[src/rtl/pipeline_seq_mc.sv]
// Multichannel frame sequencer: buffers input frames, runs each channel through
// a shared DSP core with a response watchdog, and reassembles output frames.
module pipeline_seq_mc #(
  parameter int unsigned data_width       = 16,
  parameter int unsigned n_audio_channels = 2,
  parameter int unsigned fifo_depth       = 4,
  parameter int unsigned timeout_cycles   = 4096
) (
  input  logic                                        clk,
  input  logic                                        reset,
  input  logic [n_audio_channels*data_width-1:0]      in_frame,
  input  logic                                        in_valid,
  output logic                                        in_ready,
  input  logic                                        bypass,
  output logic                                        core_tick,
  output logic [data_width-1:0]                       core_sample_in,
  output logic [((n_audio_channels > 1) ? $clog2(n_audio_channels) : 1)-1:0] core_channel,
  input  logic                                        core_ready,
  input  logic [data_width-1:0]                       core_sample_out,
  output logic [n_audio_channels*data_width-1:0]      out_frame,
  output logic                                        out_valid,
  output logic                                        idle,
  output logic                                        error,
  input  logic                                        clear_error,
  output logic [15:0]                                 overrun_count,
  output logic [31:0]                                 frame_count
);

  localparam int unsigned ch_w  = (n_audio_channels > 1) ? $clog2(n_audio_channels) : 1;
  localparam int unsigned ptr_w = $clog2(fifo_depth);
  localparam int unsigned cnt_w = ptr_w + 1;
  localparam int unsigned wd_w  = $clog2(timeout_cycles + 1);

  typedef logic [n_audio_channels-1:0][data_width-1:0] frame_t;
  typedef enum logic [2:0] {S_IDLE, S_LAUNCH, S_WAIT, S_EMIT, S_ERROR} state_t;

  state_t            state;
  frame_t            mem [fifo_depth];
  frame_t            head_c;
  frame_t            obuf;
  frame_t            buf_upd_c;
  logic [ptr_w-1:0]  rd_ptr;
  logic [ptr_w-1:0]  wr_ptr;
  logic [cnt_w-1:0]  count;
  logic [ch_w-1:0]   ch;
  logic [ch_w-1:0]   ch_nxt_c;
  logic [wd_w-1:0]   wd;
  logic              full_c;
  logic              empty_c;
  logic              push_c;
  logic              pop_c;
  logic              drop_c;
  logic              latch_c;
  logic              last_c;
  logic              flush_c;

  assign head_c   = mem[rd_ptr];
  assign full_c   = (count == cnt_w'(fifo_depth));
  assign empty_c  = (count == '0);
  assign in_ready = !full_c && (state != S_ERROR);
  assign idle     = (state == S_IDLE) && empty_c;
  assign push_c   = in_valid && in_ready;
  assign drop_c   = in_valid && !in_ready;
  assign last_c   = (ch == ch_w'(n_audio_channels - 1));
  assign ch_nxt_c = ch + ch_w'(1);
  assign flush_c  = (state == S_ERROR) && clear_error;
  // The first WAIT cycle (wd == 0) sees a stale ready from the core and is ignored
  assign latch_c  = (state == S_WAIT) && (wd != '0) && core_ready;
  assign pop_c    = ((state == S_IDLE) && !empty_c && bypass) || (latch_c && last_c);

  // Result buffer with the current channel's core result merged in
  always_comb begin
    buf_upd_c     = obuf;
    buf_upd_c[ch] = core_sample_out;
  end

  always_ff @(posedge clk) begin
    if (push_c) mem[wr_ptr] <= in_frame;
  end

  always_ff @(posedge clk) begin
    if (reset) begin
      state          <= S_IDLE;
      rd_ptr         <= '0;
      wr_ptr         <= '0;
      count          <= '0;
      ch             <= '0;
      wd             <= '0;
      obuf           <= '0;
      core_tick      <= 1'b0;
      core_sample_in <= '0;
      core_channel   <= '0;
      out_frame      <= '0;
      out_valid      <= 1'b0;
      error          <= 1'b0;
      overrun_count  <= '0;
      frame_count    <= '0;
    end else begin
      core_tick <= 1'b0;
      out_valid <= 1'b0;

      if (flush_c) begin
        rd_ptr <= '0;
        wr_ptr <= '0;
        count  <= '0;
      end else begin
        if (push_c) wr_ptr <= wr_ptr + ptr_w'(1);
        if (pop_c)  rd_ptr <= rd_ptr + ptr_w'(1);
        count <= count + cnt_w'(push_c) - cnt_w'(pop_c);
      end

      if (drop_c && (overrun_count != 16'hFFFF)) overrun_count <= overrun_count + 16'd1;

      // Registered outputs are set on the transition into the state that owns them
      case (state)
        S_IDLE: begin
          if (!empty_c) begin
            if (bypass) begin
              obuf        <= head_c;
              out_frame   <= head_c;
              out_valid   <= 1'b1;
              frame_count <= frame_count + 32'd1;
              state       <= S_EMIT;
            end else begin
              ch             <= '0;
              core_tick      <= 1'b1;
              core_sample_in <= head_c[0];
              core_channel   <= '0;
              state          <= S_LAUNCH;
            end
          end
        end
        S_LAUNCH: begin
          wd    <= '0;
          state <= S_WAIT;
        end
        S_WAIT: begin
          if (latch_c) begin
            obuf <= buf_upd_c;
            if (last_c) begin
              out_frame   <= buf_upd_c;
              out_valid   <= 1'b1;
              frame_count <= frame_count + 32'd1;
              state       <= S_EMIT;
            end else begin
              ch             <= ch_nxt_c;
              core_tick      <= 1'b1;
              core_sample_in <= head_c[ch_nxt_c];
              core_channel   <= ch_nxt_c;
              state          <= S_LAUNCH;
            end
          end else if (wd == wd_w'(timeout_cycles - 1)) begin
            error <= 1'b1;
            state <= S_ERROR;
          end else begin
            wd <= wd + wd_w'(1);
          end
        end
        S_EMIT: begin
          state <= S_IDLE;
        end
        S_ERROR: begin
          if (clear_error) begin
            error <= 1'b0;
            state <= S_IDLE;
          end
        end
        default: state <= S_IDLE;
      endcase
    end
  end

endmodule

[config.mk]
export PLATFORM = sky130hd
export DESIGN_NAME = pipeline_seq_mc
export DESIGN_NICKNAME = d
export VERILOG_FILES = /design/src/rtl/pipeline_seq_mc.sv
export SDC_FILE = /design/constraint.sdc
export NUM_CORES = 1
export LEC_CHECK = 0
export ABC_AREA = 1
export CORE_MARGIN = 3
export CORE_UTILIZATION = 35
export DETAILED_ROUTE_END_ITERATION = 8
export PLACE_DENSITY = 0.65
export SETUP_SLACK_MARGIN = 0.4
export SLEW_MARGIN = 20
export SYNTH_ARGS = -nofsm -noshare
export SYNTH_HDL_FRONTEND = slang
export SYNTH_SLANG_ARGS = --single-unit
[constraint.sdc]
create_clock -name clk -period 4.4 [get_ports clk]
set_input_delay 0.88 -clock clk [delete_from_list [all_inputs] [get_ports clk]]
set_output_delay 0.88 -clock clk [all_outputs]
set_load 0.01 [all_outputs]
---- Yosys cells after proc, flatten, opt, wreduce, memory -nomap -nowiden ----
Memories as Yosys holds them, arrays and structs flattened. A register that Yosys moved wholly into a read port is not among the register bits.
Cells that the tools add are included.
cells by class
  reduce and logical (&&, ||, !) cells .... 30
  add/sub/neg operators ................... 8
  multiplexer cells ....................... 58
  $lt $le $gt $ge ......................... 3
  eq/ne operators ......................... 18
operators by type and width
  kind                                                                     number
  32-bit two-way mux                                                       9
  32-bit one-hot mux with 2 select lines                                   3
  16-bit two-way mux                                                       7
  32-bit by 1-bit adder with 32-bit output, second input constant          1
  32-bit bitwise mux                                                       1
  16-bit one-hot mux with 2 select lines                                   1
  13-bit two-way mux                                                       2
  13-bit one-hot mux with 2 select lines                                   1
  1-bit two-way mux                                                        19
  2-bit != test, second input constant                                     9
  16-bit by 1-bit adder with 16-bit output, second input constant          1
  16-bit demux with 1-bit select                                           1
  16-bit != test, second input constant                                    1
  13-bit by 1-bit adder with 13-bit output, second input constant          1
  13-bit by 12-bit equality test with 1-bit output, second input constant  1
  13-bit nonzero test                                                      1
  1-bit logical AND                                                        12
  3-bit two-way mux                                                        4
  3-bit one-hot mux with 4 select lines                                    1
  4-bit AND reduction                                                      3
  1-bit one-hot mux with 2 select lines                                    5
  5-bit AND reduction                                                      2
  2-bit two-way mux                                                        4
  3-bit equality test, second input constant                               2
  17 further kinds                                                         25
word-level totals
  word-level logic and storage cells ...... 134
  memories ................................ 1
  bits in registers ....................... 156
  memory bits (writable) .................. 128
memories
  memory  words  bits a word  read ports  clocked after memory_dff  write ports  line  RTL
  mem     4      32           1           1                         1            38    frame_t mem [fifo_depth];

---- Depth between registers and ports, before layout ----
  word-level depth ........................ 8
  gate-level depth with buffers ........... 17
  depth with buffers taken out ............ 16

---- Worst setup path before layout ----
OpenSTA, ideal clock, no wires.
  kind .................................... input to register
  start ................................... in in_valid
  end ..................................... mem mem[0][0] (netlist name), enable pin
  arrival time ............................ 2416 ps
  data required time ...................... 3979 ps
  setup slack ............................. 1563 ps
  stages .................................. 2
  cells stage by stage .................... nand2_1 > nor2_1
on the way
  longest elaborated chain between the ends .. 3
ends and longest elaborated chain
  what                                     line  RTL
  from (decl)                              12    input logic in_valid,
  1-bit logical AND                        62    assign push_c = in_valid && in_ready;
  1-bit two-way mux                        78    if (push_c) mem[wr_ptr] <= in_frame;
  1-bit two-way mux (implied by the code)  78
  to (decl)                                38
Every way passes these cells.

---- Final worst setup path ----
  start ................................... reg state[0]
  end ..................................... out idle
on the way
  longest elaborated chain between the ends .. 2
ends and longest elaborated chain
  what                    line  RTL
  from (decl)             37    state_t state;
  from (signal assigned)  83    state <= S_IDLE;
  from (signal assigned)  123   state <= S_EMIT;
  from (signal assigned)  129   state <= S_LAUNCH;
  3-bit zero test         61    assign idle = (state == S_IDLE) && empty_c;
  1-bit logical AND       61
  to (decl)               22    output logic idle,
Every way passes these cells.

==> flow_results.org <==
** Status
- The flow ran to the end, and the final reports show no timing, DRC or antenna violations.

** Timing
- Clk_skew :: 0.0134 ns
- After routing, the total negative slack on setup checks comes to 0 ns.
- Transition time of the tightest slew-check pin :: 1.09 ns
- Timing would allow up to 0.340 GHz.
- Final Cycle Share :: 66.8%
- Unrepaired setup endpoints after global routing :: false
- Counting I/O delays and the setup requirement, the final critical path takes 2.94 ns.
- The worst pin sits at a relative slew slack of 27.4%.
- Final setup violation count :: 0
- Fin. Hold Viols :: 0
- The final number of max-transition violations came to 0.

** Power and ir drop
- Leak Pwr :: 0.00558 uW
- Worst vdd ir :: 506 uV
- Final total power :: 9800 uW
- Total power divided by cell area :: 627 nW/um^2

** Drt
- After the first detailed-routing iteration, the DRC count stood at 947.
- First-pass detailed-route iteration total :: 5
- Total via count in the routed design :: 10809
- The detail route stage leaves a number of antenna-violating nets equal to 0.
- For this block, the routed nets add up to 35000 um of wire.
- For this run, design rule violations remaining after detail routing come to 0.
- DR vias/cell :: 5.00
- After detailed routing, the average wire length per cell comes to 16.2 um.

** Setup path
- Data on the critical path is required at its endpoint by 3.52 ns.
- CP peak stage delay :: 0.60 ns
- Cell breakdown of the critical path :: nor2_2 -> nand2_1 -> nor2_1 -> clkdlybuf4s50_1
- On the critical path the largest part of the delay comes from buffers and inverters.
- Measured in cells, the most critical reg-to-reg path has a length of 15.
- Endpoint of the most critical setup path :: idle
- R2r endpoint :: count[2]
- The setup path with the least slack is of type reg2out.
- Arrival time at the worst endpoint :: 2.06 ns
- Worst-path fanout max :: 4
- Number of buffers and inverters on the critical path :: 1
- The critical path starts at state[0].
- Reg-to-reg setup timing slack :: 1.77 ns
- Critical Path Sink Type :: primary output
- Standard cell with the maximum stage delay on the critical path :: sky130_fd_sc_hd__clkdlybuf4s50_1
- Critical path launch point type :: flip-flop
- Total stage count of the critical path :: 4
- The worst register-to-register path begins at state[2].

** Synth
- Net Count, Synth :: 1615
- Synth Area in Adders :: 1.05%
- Mux share of post-synthesis cell area :: 0%
- For this run, the number of Yosys warnings is 0.
- Number of flip-flops and latches in the synthesized netlist :: 286
- Fraction of synthesized cell area in xor and xnor cells :: 2.01%
- Mapped Avg Cell Area :: 8.15 um^2
- Cell count after synthesis :: 1551
- Compound-Gate Fraction of Synth Area :: 8.86%
- Count of unique library cells instantiated by Yosys :: 36
- Portion of the post-synthesis area used by sequential elements :: 55.4%
- Area fraction in and, or, nand and nor cells after synthesis :: 28.0%
- After synthesis, the largest family of logic cells by area is simple AND/OR/NAND/NOR gates.
- Summing every instance area after synthesis gives 12600 um^2.

** Placement
- Input and output buffers added on the ports amount to 155.
- Cell Count Post-Placement :: 2103
- Routability cong. :: 0.906
- Post-placement cell area :: 14600 um^2
- Placed wire-length estimate after detailed placement :: 23800 um

** Final layout
- Synthesis-to-finish area growth :: 23.6%
- Once layout is complete, the cells apart from fillers number 2161.
- After the last flow step, the layout net total stands at 1745.
- Antenna diode count :: 0
- Most used cells in the layout excluding fill and tap cells :: sky130_fd_sc_hd__nand2_1, sky130_fd_sc_hd__nor2_1, sky130_fd_sc_hd__dfxtp_1
- For this run, the share of the core covered by cells in the final layout is 44.6%.
- The post-route netlist has 5.16% of its cells at a drive strength greater than 1.
- Final std cell area, no fill :: 15600 um^2
- Most frequent standard cell in the layout excluding fill and tap cells :: sky130_fd_sc_hd__nand2_1

** Clocking
- CTS built an H-tree with a depth of 1.
- The number of hold buffers added after CTS was 0.
- Clock transition time at the flip-flop clock pins of the worst setup and hold paths :: 0.06 ns
- Clock latency on the worst-skew pair, taken at its later pin, is 0.57 ns.
- In this run the deepest clock path goes through 3 buffers.
- Total clock sinks :: 286
- Number of buffers added by the clock tree synthesis step :: 31
- The tree is rooted in a sky130_fd_sc_hd__clkbuf_16.
- The number of setup buffers added after CTS is 0.
- TritonCTS built the clock tree.
- Post-CTS repair changed the size of 0 cells.

** GRT
- The first global-routing pass estimated 55000 um of wire.
- Via count of the first global-routing pass :: 10163
- GRT busiest layer :: met2
- Maximum number of pins on one net before global-route repair :: 98
- Initial antenna violation count :: 0
- For this run the aggregate overflow at the end of global routing stands at 0.
- Global routing used 17.6% of the available tracks.
- For met2 alone, demand over resource in global routing was 28.6%.
- Met1 track utilization from global routing :: 24.7%
- Global routing used 2.40% of the available met3 tracks.

** Run
- Max-cap violations in this run came to 0.

** Floorplanning
- Chip width :: 196 um
- In this run the standard cell core region covers 35100 um^2.
- In this run the vertical extent of the chip is 196 um.
- The floorplan has 68 rows.
- Number of top-level design ports :: 156
- Once the floorplan was initialized, standard cells occupied 36.1% of the core.
- The floorplan step defined a die boundary enclosing 38400 um^2.

** Worst hold path
- The tightest min-delay check is of the reg2reg type.
==> where the power goes <==
part	internal (uW)	total [uW]	leakage, uW	switching, uW
combinational	1160	3530	0.00260	2370
clock	1610	2680	0.000521	1070
sequential	3320	3590	0.00246	268
==> kinds of logic after synthesis <==
family                     count (synthesis)
xor gates and xnor gates                  29
buffers and inverters                    138
adders and majority gates                 10
AOI/OAI and AO/OA                        211
and+or+nand+nor                          877
DFF                                      286
==> how the worst min path moves through the flow <==
stage,start,to,slack [ns],cells after the start
5_1_grt,obuf[30],obuf[30],0.48,2
3_5_place_dp,wd[12],wd[12],0.45,2
4_1_cts,wd[12],wd[12],0.46,2
2_1_floorplan,wd[12],wd[12],0.43,2
6_report,wd[12],wd[12],0.46,2
3_3_place_gp,wd[12],wd[12],0.44,2
==> per-layer routing <==
layer  wire, um  share of wire [%]  up-vias
li1           -                  -     5365
met1      15800                 45     5026
met2      15900                 45      366
met3       2390                6.8       52
met4        943                2.7        0
met5          0                  0        -
==> final cells by class <==
| cell class | instances | area, um^2 |
|---|---|---|
| repair buffers | 171 | 1670 |
| clock inverters | 12 | 161 |
| inverters | 64 | 240 |
| fillers | 3411 | 19400 |
| well taps | 455 | 569 |
| multi-input cells | 1127 | 5060 |
| clock buffers | 46 | 912 |
| flip-flops and latches | 286 | 7010 |
==> registers in the layout, summed over array words and instances (netlist names), named ones only <==
signal,count
frame_count,32
core_channel,1
overrun_count,16
mem,128
obuf,32
count,3
wr_ptr,2
core_tick,1
state,3
core_sample_in,16
ch,1
out_valid,1
rd_ptr,2
out_frame,32
wd,13
error,1
==> synthesized netlist by cell type <==
| master | count | area share [%] |
|---|---|---|
| sky130_fd_sc_hd__nand2_1 | 542 | 16 |
| sky130_fd_sc_hd__nor2_1 | 183 | 5.4 |
| sky130_fd_sc_hd__dfxtp_1 | 158 | 25 |
| sky130_fd_sc_hd__edfxtp_1 | 128 | 30 |
| sky130_fd_sc_hd__a21oi_1 | 114 | 4.5 |
| sky130_fd_sc_hd__nand3_1 | 108 | 4.3 |
| sky130_fd_sc_hd__o21ai_0 | 67 | 2.7 |
| sky130_fd_sc_hd__inv_1 | 59 | 1.8 |
| sky130_fd_sc_hd__clkbuf_1 | 39 | 1.2 |
| sky130_fd_sc_hd__buf_2 | 25 | 0.99 |
| sky130_fd_sc_hd__xor2_1 | 25 | 1.7 |
| sky130_fd_sc_hd__nor3_1 | 15 | 0.59 |
| sky130_fd_sc_hd__o211ai_1 | 15 | 0.89 |
| sky130_fd_sc_hd__nand3b_1 | 12 | 0.71 |
| sky130_fd_sc_hd__ha_1 | 9 | 0.89 |
| sky130_fd_sc_hd__buf_4 | 7 | 0.42 |
| sky130_fd_sc_hd__o22ai_1 | 7 | 0.35 |
| sky130_fd_sc_hd__inv_2 | 5 | 0.15 |
| sky130_fd_sc_hd__nand2_2 | 5 | 0.25 |
| sky130_fd_sc_hd__xnor2_1 | 4 | 0.28 |
| sky130_fd_sc_hd__nand4_1 | 3 | 0.15 |
| sky130_fd_sc_hd__a211oi_1 | 2 | 0.12 |
| sky130_fd_sc_hd__buf_1 | 2 | 0.059 |
| sky130_fd_sc_hd__nor2_2 | 2 | 0.099 |
| sky130_fd_sc_hd__nor2_4 | 2 | 0.18 |
| sky130_fd_sc_hd__nor3b_1 | 2 | 0.12 |
| sky130_fd_sc_hd__o21bai_1 | 2 | 0.12 |
| sky130_fd_sc_hd__a31oi_1 | 1 | 0.050 |
| sky130_fd_sc_hd__and3_1 | 1 | 0.050 |
| sky130_fd_sc_hd__buf_6 | 1 | 0.089 |
| sky130_fd_sc_hd__fa_1 | 1 | 0.16 |
| sky130_fd_sc_hd__o21ai_1 | 1 | 0.040 |
| sky130_fd_sc_hd__o2bb2ai_1 | 1 | 0.069 |
| sky130_fd_sc_hd__o31ai_1 | 1 | 0.059 |
| sky130_fd_sc_hd__or2_0 | 1 | 0.050 |
| sky130_fd_sc_hd__or2_1 | 1 | 0.050 |
==> through the flow <==
| stage | hold slack [ns] | worst slack, ns |
|---|---|---|
| 2_1_floorplan | 0.432 | 1.56 |
| 3_3_place_gp | 0.444 | 1.32 |
| 3_5_place_dp | 0.451 | 1.24 |
| 4_1_cts | 0.460 | 1.46 |
| 5_1_grt | 0.475 | 1.34 |
| 6_report | 0.457 | 1.46 |
==> worst register-to-register path: cells and delay by family (launching register included) <==
| kind | cells | cell delay [ns] |
|---|---|---|
| adders and majority gates | 2 | 0.57 |
| buffers and inverters | 2 | 0.38 |
| and+or+nand+nor | 9 | 0.80 |
| xor gates and xnor gates | 2 | 0.35 |
| DFF | 1 | 0.39 |
Note: power is estimated with default switching activity, not from simulation.
